### src/rtl/puf_challenge_sequencer.sv
// puf_challenge_sequencer: LFSR challenge driver and response packer for an arbiter PUF; `PUF_MAJORITY_VOTE_EN enables VOTES-way majority voting
module puf_challenge_sequencer #(
  parameter int N = 128,
  parameter int W = 32,
  parameter int SETTLE = 4,
  parameter logic [N-1:0] TAPS = N'(128'hA000_0014_0000_0000_0000_0000_0000_0000),
  parameter int VOTES = 5
) (
  input  logic         clk,
  input  logic         reset,
  input  logic         seed_load,
  input  logic [N-1:0] seed,
  input  logic         start,
  input  logic [7:0]   num_words,
  output logic         puf_rst,
  output logic         puf_in,
  output logic [N-1:0] puf_sel,
  input  logic         puf_out,
  output logic         resp_valid,
  input  logic         resp_ready,
  output logic [W-1:0] resp_word,
  output logic         busy,
  output logic         done
);
  localparam int BW = $clog2(W);
  localparam int SW = SETTLE > 1 ? $clog2(SETTLE) : 1;
  localparam logic [BW-1:0] LAST_BIT = BW'(W - 1);
  localparam logic [SW-1:0] LAST_SETTLE = SW'(SETTLE - 1);
  typedef enum logic [2:0] {S_IDLE, S_ARM, S_LAUNCH, S_SAMPLE, S_PACK, S_OUT} state_t;
  state_t r_state;
  logic [N-1:0] r_lfsr;
  logic [W-1:0] r_word;
  logic [BW-1:0] r_bits;
  logic [SW-1:0] r_settle;
  logic [7:0] r_sent, r_total;
  logic r_rst, r_in, r_valid, r_done;
  logic [N-1:0] w_seed, w_lfsr_nxt;
  logic w_bit, w_last_vote;
`ifdef PUF_MAJORITY_VOTE_EN
  logic [3:0] r_ones, r_votes;
  assign w_bit = r_ones > 4'(VOTES / 2);
  assign w_last_vote = r_votes == 4'(VOTES - 1);
`else
  logic r_bit;
  assign w_bit = r_bit;
  assign w_last_vote = 1'b1;
`endif
  assign w_seed = seed == '0 ? N'(1) : seed;
  assign w_lfsr_nxt = {r_lfsr[N-2:0], ^(r_lfsr & TAPS)};
  assign puf_rst = r_rst;
  assign puf_in = r_in;
  assign puf_sel = r_lfsr;
  assign resp_valid = r_valid;
  assign resp_word = r_word;
  assign busy = r_state != S_IDLE;
  assign done = r_done;
  // puf_in stays high through SAMPLE so the arbiter output is still held when captured
  always_ff @(posedge clk or posedge reset) begin
    if (reset) begin
      r_state <= S_IDLE;
      r_lfsr <= N'(1);
      r_word <= '0;
      r_bits <= '0;
      r_settle <= '0;
      r_sent <= '0;
      r_total <= '0;
      r_rst <= 1'b1;
      r_in <= 1'b0;
      r_valid <= 1'b0;
      r_done <= 1'b0;
`ifdef PUF_MAJORITY_VOTE_EN
      r_ones <= '0;
      r_votes <= '0;
`else
      r_bit <= 1'b0;
`endif
    end else begin
      r_done <= 1'b0;
      case (r_state)
        S_IDLE: begin
          if (seed_load) r_lfsr <= w_seed;
          if (start) begin
            r_state <= S_ARM;
            r_total <= num_words == '0 ? 8'd1 : num_words;
            r_sent <= '0;
            r_bits <= '0;
            r_word <= '0;
          end
        end
        S_ARM: begin
          r_state <= S_LAUNCH;
          r_rst <= 1'b0;
          r_in <= 1'b1;
          r_settle <= '0;
        end
        S_LAUNCH: begin
          r_settle <= r_settle + 1'b1;
          if (r_settle == LAST_SETTLE) r_state <= S_SAMPLE;
        end
        S_SAMPLE: begin
          r_rst <= 1'b1;
          r_in <= 1'b0;
          r_state <= w_last_vote ? S_PACK : S_ARM;
`ifdef PUF_MAJORITY_VOTE_EN
          r_ones <= r_ones + 4'(puf_out);
          r_votes <= r_votes + 1'b1;
`else
          r_bit <= puf_out;
`endif
        end
        S_PACK: begin
          r_word <= {r_word[W-2:0], w_bit};
          r_lfsr <= w_lfsr_nxt;
          r_bits <= r_bits == LAST_BIT ? '0 : r_bits + 1'b1;
          r_state <= r_bits == LAST_BIT ? S_OUT : S_ARM;
          if (r_bits == LAST_BIT) begin
            r_valid <= 1'b1;
            r_sent <= r_sent + 1'b1;
          end
`ifdef PUF_MAJORITY_VOTE_EN
          r_ones <= '0;
          r_votes <= '0;
`endif
        end
        S_OUT: begin
          if (resp_ready) begin
            r_valid <= 1'b0;
            r_state <= r_sent == r_total ? S_IDLE : S_ARM;
            r_done <= r_sent == r_total;
            if (r_sent != r_total) r_word <= '0;
          end
        end
        default: r_state <= S_IDLE;
      endcase
    end
  end
endmodule

### config.mk
export PLATFORM = sky130hd
export DESIGN_NAME = puf_challenge_sequencer
export DESIGN_NICKNAME = d
export VERILOG_FILES = /design/src/rtl/puf_challenge_sequencer.sv
export SDC_FILE = /design/constraint.sdc
export NUM_CORES = 1
export LEC_CHECK = 0
export BUFFER_PORTS_ARGS = -buffer_cell sky130_fd_sc_hd__buf_2
export CORE_AREA = 8 8 144 146
export CTS_BUF_LIST = sky130_fd_sc_hd__clkbuf_8
export DETAILED_ROUTE_END_ITERATION = 12
export DIE_AREA = 0 0 152 154
export PLACE_DENSITY_LB_ADDON = 0.2
export RECOVER_POWER = 50
export SYNTH_ARGS = -nofsm -noshare
export SYNTH_HDL_FRONTEND = slang
export SYNTH_SLANG_ARGS = --single-unit
### constraint.sdc
create_clock -name clk -period 6.8 [get_ports clk]
set_input_delay 1.36 -clock clk [delete_from_list [all_inputs] [get_ports clk]]
set_output_delay 1.36 -clock clk [all_outputs]
set_load 0.05 [all_outputs]
Word level (Yosys, flattened, before mapping):

Cells that the tools add are included.

* input bits: 142
* logic and storage cells: 75
* register bits: 191
* output and inout bits: 165

* add/subtract/negate cells: 3
* muxes and demuxes: 28
* reduce and logical (&&, ||, !) cells: 17
* equal/unequal tests: 15

Operators with widths (number)
* 128-bit two-way mux: 2
* 128-bit one-hot mux with 2 select lines: 1
* 128-bit logical NOT: 1
* 128-bit parity: 1
* 32-bit two-way mux: 3
* 32-bit one-hot mux with 3 select lines: 1
* 8-bit two-way mux: 3
* 3-bit one-hot mux with 6 select lines: 1
* 8-bit one-hot mux with 2 select lines: 1
* 3-bit two-way mux: 4
* 2-bit != test, second input constant: 6
* 5-bit two-way mux: 2
* 5-bit one-hot mux with 2 select lines: 1
* 3-bit AND reduction: 3
* 8-bit by 1-bit adder with 8-bit output, second input constant: 1
* 8-bit equality test: 1
* 8-bit logical NOT: 1
* 8-bit != test: 1
* 2-bit nonzero test: 4
* 3-bit by 2-bit equality test with 1-bit output, second input constant: 2
* 3-bit equality test, second input constant: 2
* 1-bit one-hot mux with 2 select lines: 3
* 2-bit AND reduction: 3
* 3-bit nonzero test: 2
* other kinds (9): 13

Longest topological paths before layout:

Gate-level depths: netlist (run 1).

* depth after elaboration: 4
* gate-level depth with buffers: 9
* mapped depth without buffers: 7

Worst setup path after synthesis (run 1):

No wires, ideal clock.

* path type: in2reg
* start: input resp_ready
* end: register r_word[0], in the netlist resp_word[0]
* setup slack: 4340 ps
* data arrival time: 2339 ps
* data required time: 6679 ps
* stages: 6
* path buffers: 2
* setup time: 121 ps
* path through: inv_1 > a311oi_1 > a21bo_1 > buf_2 > buf_6 > a22o_1

* cells in the longest elaborated chain, start to end: 2

Ends and longest elaborated chain
* start, declared: RTL line 20 `input logic resp_ready,`
* 2-bit != test (no line)
* 4-bit AND reduction (no line)
* end signal, assigned: RTL line 112 `r_word <= {r_word[W-2:0], w_bit};`
* end, declared: RTL line 32 `logic [W-1:0] r_word;`

No other way between the ends.
A chain may end at the register's enable or synchronous reset.

Final worst setup path (run 1):

* start: register r_state[2]
* end: output busy

* cells in the longest elaborated chain, start to end: 1

Ends and longest elaborated chain
* start, declared: RTL line 30 `state_t r_state;`
* start signal, assigned: RTL line 103 `r_state <= w_last_vote ? S_PACK : S_ARM;`
* start signal, assigned: RTL line 115 `r_state <= r_bits == LAST_BIT ? S_OUT : S_ARM;`
* start signal, assigned: RTL line 128 `r_state <= r_sent == r_total ? S_IDLE : S_ARM;`
* 3-bit nonzero test: RTL line 55 `assign busy = r_state != S_IDLE;`
* end, declared: RTL line 22 `output logic busy,`

No other way between the ends.

==> results_dict.tcl, run 1 <==
set metrics [dict create \
    totalPowerFinal_mw 5.61 \
    timing.critical_path.fanout_max 48 \
    layout-area-overhead-vs-synth_pct 21.8 \
    start_util 0.462 \
    drc 0 \
    vias 7632 \
    placement_rows 50 \
    synth_area_per_cell_um2 10.2 \
    synth_seq_cells 191 \
    die_area_um2 23400 \
    number_of_levels_in_the_clock_h_tree 4 \
    yosys_most_used_dff "sky130_fd_sc_hd__dfrtp_1" \
    max_freq_ghz 0.239 \
    design.core.area_um2 18500 \
    clk_latency_ps 470 \
    synth_common_cells "sky130_fd_sc_hd__dfrtp_1 (189), sky130_fd_sc_hd__nand2_1 (144), sky130_fd_sc_hd__o21ai_0 (142)" \
    cellLeakagePower_nw 5.14 \
    gr-total-overflow 0 \
    largest_net_degree_at_the_start_of_global_routing 235 \
    grt.total_usage 0.219 \
    first_pass_grt_wire_length_mm 41.6 \
    die-width_um 152 \
    hp-class "register to register" \
    final_layout_size_suffix_gt1_frac 0.256 \
    arrival_ps 2820 \
    power.density_cell_area_nw_per_um2 540 \
    max_cap_viol_count 2 \
    worst_slew_margin_rel -1.11 \
    cts-hold-fix-buffers 0 \
    fp.dieH_um 154 \
    drt_first_pass_iters 7 \
    synth_enable_flop_cells 0 \
    cts_num_sinks 191 \
    port_buffers 306 \
    ir_drop_mv 0.305 \
    final.min_clock_period_ps 4180 \
    synthesis.nets 981 \
    synthArstFlopShare 1.00 \
    required_ps 5440 \
    synth.yosys.seq_area_share 0.561 \
    floorplan.io_pins 307 \
    grt_antenna_before_repair 1 \
    dr.first_iter.drc_count 580 \
    setup_ws_ps 2620 \
    wl_mm 26.4 \
    clk_transition_reported_paths_ps 100 \
    synthDominantAreaCellType "sky130_fd_sc_hd__dfrtp_1" \
    setup_viol 0 \
    synth.top_cells.by_area "sky130_fd_sc_hd__dfrtp_1 (56%), sky130_fd_sc_hd__a22oi_1 (11%), sky130_fd_sc_hd__o21ai_0 (8.3%), sky130_fd_sc_hd__nand2_1 (6.3%), sky130_fd_sc_hd__a22o_1 (3.4%)" \
    least_margin_pin_slew_ps 3160 \
    synthesis.instances 835 \
    fin_nets 1241 \
    drt-vias-per-instance 5.68 \
    instances_no_fill 1344 \
    violations "capacitance limit, slew limit" \
    setup_tns_ps 0 \
    cts_buffer_depth 2 \
    cts_root_buffer "sky130_fd_sc_hd__clkbuf_8" \
    ys_warn_count 0 \
    post_cts_buffers 0 \
    total_of_fill_cells_in_the_finished_design 1710 \
    crit_path_end_kind "output pin" \
    first_global_vias 7438 \
    synth.distinct_cells 36 \
    avgRoutedWirePerCell_um 19.7 \
    timing_hold_violations_final 0 \
    worst_clock_skew_ps 14.8 \
    timing_worst_setup_path_type "register to output pin" \
    cts_tree "yes" \
    routabilityCongestion 0.876 \
    placed_cells 1310 \
    numCtsBuffers 17 \
    cts_repair_resizes 0 \
    run_status "complete, but fails checks" \
    worst_setup_path_start_kind "register" \
    dp.final_hpwl_mm 19.0 \
    synth_area_um2 8520 \
    worst_hold_slack_ps 466 \
    grt_setup_unrepaired "no" \
    slew_viol_final 199 \
    yosysMostFrequentCell "sky130_fd_sc_hd__dfrtp_1" \
    synth_top_cell_area_share 0.555 \
    timing.final.crit_share 0.615 \
    pre_cts_ws_ps 3480 \
    final_antenna_net_count 0 \
]
-- cells in the final DEF (no fill, tap or decap), types with 6 or more instances in the layout --
| cell | count |
|---|---|
| sky130_fd_sc_hd__a22o_1 | 33 |
| sky130_fd_sc_hd__a22oi_1 | 128 |
| sky130_fd_sc_hd__buf_2 | 230 |
| sky130_fd_sc_hd__mux2_2 | 10 |
| sky130_fd_sc_hd__nor4_1 | 36 |
| sky130_fd_sc_hd__xnor2_1 | 10 |
| sky130_fd_sc_hd__a21oi_1 | 8 |
| sky130_fd_sc_hd__nor2_1 | 11 |
| sky130_fd_sc_hd__nand4_1 | 13 |
| sky130_fd_sc_hd__clkbuf_8 | 18 |
| sky130_fd_sc_hd__clkbuf_1 | 76 |
| sky130_fd_sc_hd__o21ai_0 | 142 |
| sky130_fd_sc_hd__nand2_1 | 143 |
| sky130_fd_sc_hd__dfrtp_1 | 189 |
| sky130_fd_sc_hd__xor2_1 | 6 |
-- worst paths after layout --
kind / startpoint / end / slack (ps) / cells past startpoint
max: r_state[2] / busy / 2620 / 3
min: puf_rst / puf_rst / 470 / 2
max reg2reg: r_state[2] / puf_sel[7] / 2640 / 5
min reg2reg: puf_rst / puf_rst / 470 / 2
max in group asynchronous: reset / puf_sel[1] / 3080 / 3
min in group asynchronous: reset / puf_sel[11] / 1890 / 2
-- sequential cells by signal, summed over array words and instances, names as in the netlist, 2 cells and up --
signal     cells
resp_word     32
r_state        3
puf_sel      128
r_sent         8
r_bits         5
r_settle       2
r_total        8
-- per-stage QoR --
step | utilization | instance area, um^2
finish | 0.562 | 10400
floorplan | - | 8520
detailed placement | 0.546 | 10100
CTS | 0.568 | 10500
global placement | 0.546 | 10100
global route | 0.562 | 10400
-- report_power, final --
part / internal, mW / switching (mW) / leakage, nW
Combinational: 0.625 / 2.23 / 2.50
Clock: 0.315 / 0.445 / 0.206
Sequential: 1.57 / 0.422 / 2.43
Total: 2.51 / 3.10 / 5.14
-- metal layers --
metal | part of all wire | GRT usage | up-vias
met1 | 0.44 | 0.293 | 3665
met2 | 0.47 | 0.340 | 326
met4 | 0.016 | 0.0676 | 0
met3 | 0.071 | 0.0605 | 29
li1 | - | - | 3612
met5 | 0 | 0 | -
-- cell type report --
cell class | count | area [um^2] | area share
flip-flops and latches | 191 | 4780 | 0.461
repair buffers | 311 | 1490 | 0.143
inverters | 5 | 22.5 | 0.00217
clock buffers | 18 | 248 | 0.0239
well taps | 234 | 293 | 0.0282
diodes | 2 | 5.00 | 0.000482
clock inverters | 14 | 146 | 0.0141
multi-input cells | 569 | 3400 | 0.327
-- cell families (layout without fill, tap and decap cells) --
logic type,Yosys count,count (layout),share of synthesized area
AO/OA/AOI/OAI,318,318,0.242
XOR/XNOR,16,16,0.0164
adder cells (fa/ha/maj),4,4,0.00587
buffers and inverters,75,348,0.0430
flip-flops,191,191,0.561
multiplexers,10,10,0.0132
other,0,2,0
AND/OR/NAND/NOR,221,221,0.118
-- critical path, stage by stage (launching register included) --
cell	delay [ps]
sky130_fd_sc_hd__dfrtp_1	1440
sky130_fd_sc_hd__inv_1	460
sky130_fd_sc_hd__nand2_1	160
sky130_fd_sc_hd__buf_2	280
Power figures use the tool's default switching activity.
==> run 2: changes to the inputs <==
--- a/config.mk
+++ b/config.mk
@@ -6,10 +6,10 @@
 export NUM_CORES = 1
 export LEC_CHECK = 0
 export BUFFER_PORTS_ARGS = -buffer_cell sky130_fd_sc_hd__buf_2
-export CORE_AREA = 8 8 144 146
+export CORE_AREA = 8 8 140 142
 export CTS_BUF_LIST = sky130_fd_sc_hd__clkbuf_8
 export DETAILED_ROUTE_END_ITERATION = 12
-export DIE_AREA = 0 0 152 154
+export DIE_AREA = 0 0 148 150
 export PLACE_DENSITY_LB_ADDON = 0.2
 export RECOVER_POWER = 50
 export SYNTH_ARGS = -nofsm -noshare
==> constraint.sdc (replaced) <==
create_clock -name clk -period 3.86 [get_ports clk]
set_input_delay 0.772 -clock clk [delete_from_list [all_inputs] [get_ports clk]]
set_output_delay 0.772 -clock clk [all_outputs]
set_load 0.05 [all_outputs]
==> results_dict.tcl, run 2 (synthesized netlist as in run 1, its figures left out) <==
set metrics [dict create \
    run_status "complete, no violations" \
    final_layout_size_suffix_gt1_frac 0.257 \
    layout_commonest_cell "sky130_fd_sc_hd__buf_2" \
    cts_repair_resizes 0 \
    dp.final_hpwl_mm 19.3 \
    worst_clock_skew_ps 16.2 \
    total_of_fill_cells_in_the_finished_design 1595 \
    port_buffers 306 \
    clkPwrFrac 0.134 \
    cts-hold-fix-buffers 0 \
    crit_cells 3 \
    least_margin_pin_slew_ps 1370 \
    cts_tree "yes" \
    drt-vias-per-instance 5.77 \
    crit_path_end_kind "output pin" \
    critPathTopFamily "flip-flops" \
    drt_first_pass_iters 7 \
    crit_start "r_state[2]" \
    floorplan.io_pins 307 \
    critPathMaxStageDelay_ps 1010 \
    post_layout_util 0.594 \
    grt.total_usage 0.233 \
    combPwrFrac 0.508 \
    grt_setup_unrepaired "no" \
    power.share.switching 0.549 \
    avgRoutedWirePerCell_um 19.8 \
    cts_root_buffer "sky130_fd_sc_hd__clkbuf_8" \
    p_sw_mw 5.43 \
    post_cts_buffers 0 \
    worst_setup_path_start_kind "register" \
    grt_antenna_before_repair 4 \
    worstPathBufferInverterCount 2 \
    required_ps 3090 \
    design.core.area_um2 17500 \
    fin_nets 1244 \
    worst_setup_path_endpoint "busy" \
    worst_slew_margin_rel 0.0824 \
    timing.critical_path.fanout_max 80 \
    first_global_vias 7561 \
    layout-area-overhead-vs-synth_pct 22.2 \
    reg2regPathDepth 4 \
    routabilityCongestion 0.861 \
    final_cell_mix "sky130_fd_sc_hd__buf_2 (228), sky130_fd_sc_hd__dfrtp_1 (188), sky130_fd_sc_hd__nand2_1 (143), sky130_fd_sc_hd__o21ai_0 (142), sky130_fd_sc_hd__a22oi_1 (128)" \
    arrival_ps 2200 \
    timing.final.crit_share 0.771 \
    cellInternalPower_mw 4.47 \
    p_seq_frac 0.358 \
    clk_latency_ps 470 \
    fp.dieH_um 150 \
    final.min_clock_period_ps 2980 \
    start_util 0.486 \
    gr-total-overflow 0 \
    largest_net_degree_at_the_start_of_global_routing 203 \
    ff2ff_setup_slack_ps 1200 \
    cts_buffer_depth 2 \
    drc 0 \
    power.density_cell_area_nw_per_um2 951 \
    regToRegEndpoint "puf_sel[47]" \
    pre_cts_ws_ps 920 \
    die-width_um 148 \
    slew_viol_final 0 \
    timing_hold_violations_final 0 \
    worst_hold_path.num_cells 2 \
    first_pass_grt_wire_length_mm 41.0 \
    setup_viol 0 \
    max_cap_viol_count 0 \
    final_antenna_net_count 0 \
    timing_worst_setup_path_type "register to output pin" \
    vias 7731 \
    cts_num_sinks 191 \
    cell_with_the_biggest_individual_delay_on_the_critical_path "sky130_fd_sc_hd__dfrtp_4" \
    numCtsBuffers 17 \
    crit_chain "inv_1 -> nand2_1 -> buf_2" \
    number_of_levels_in_the_clock_h_tree 4 \
    placement_rows 49 \
    clk_transition_reported_paths_ps 90 \
    setup_tns_ps 0 \
    die_area_um2 22200 \
    critical_path.reg2reg.startpoint "r_state[2]" \
    cellLeakagePower_nw 5.14 \
    wl_mm 26.5 \
    hp-class "register to register" \
    largest_reg_flops 128 \
    dr.first_iter.drc_count 455 \
    ir_drop_mv 0.557 \
    setup_ws_ps 884 \
    max_freq_ghz 0.336 \
]
run 2: cell types whose count changed in the layout (fill, tap and decap cells not counted), moves of 2 or more:
cell                       previous run  this run
sky130_fd_sc_hd__clkbuf_1            76        78
sky130_fd_sc_hd__clkbuf_2             0         2
sky130_fd_sc_hd__clkinv_4             3         1
sky130_fd_sc_hd__buf_2              230       228
sky130_fd_sc_hd__inv_8                4         1
sky130_fd_sc_hd__buf_12               1         3
run 2: power groups by stage:
stage               Clock [mW]  Combinational (mW)  Sequential (mW)
floorplan                    0                1.80             5.58
global placement             0                5.07             3.55
detailed placement           0                5.16             3.56
CTS                       1.37                5.16             3.53
global route              1.45                5.40             3.65
finish                    1.33                5.03             3.54
run 2: metrics by stage:
step           cells  total power [mW]  hold WS (ps)  instance area, um^2
2_1_floorplan    835              7.38           439                 8520
3_3_place_gp    1308              8.62           451                10100
3_5_place_dp    1308              8.72           450                10100
4_1_cts         1340              10.1           404                10500
5_1_grt         1341              10.5           482                10400
6_report        1341              9.90           462                10400
run 2: area by class of cell:
| class | count | area (um^2) | area share |
|---|---|---|---|
| flip-flops and latches | 191 | 4790 | 0.460 |
| inverters | 5 | 20.0 | 0.00192 |
| diodes | 1 | 2.50 | 0.000240 |
| clock buffers | 17 | 234 | 0.0225 |
| repair buffers | 314 | 1530 | 0.147 |
| multi-input cells | 569 | 3400 | 0.326 |
| well taps | 229 | 287 | 0.0275 |
| clock inverters | 15 | 158 | 0.0151 |
run 2: worst min-delay path by stage:
stage | from | to | slack (ps)
after floorplan | r_bits[3] | r_bits[3] | 440
after global placement | puf_rst | puf_rst | 450
after detailed placement | puf_rst | puf_rst | 450
after CTS | reset | puf_sel[57] | 400
after global routing | puf_rst | puf_rst | 480
final | puf_rst | puf_rst | 460
run 2: tightest hold or removal path, stage by stage, from the launching register on:
cell	delay, ps
sky130_fd_sc_hd__dfstp_2	380
sky130_fd_sc_hd__nand2_1	50
sky130_fd_sc_hd__nand2_1	40
run 2: per-layer routing:
metal	share of wire	track usage	wire length (um)	vias to the layer above
met1	0.44	0.315	11700	3729
met2	0.45	0.348	12000	321
li1	-	-	-	3630
met5	0.0013	0	35	-
met4	0.020	0.0806	523	6
met3	0.083	0.0708	2190	45
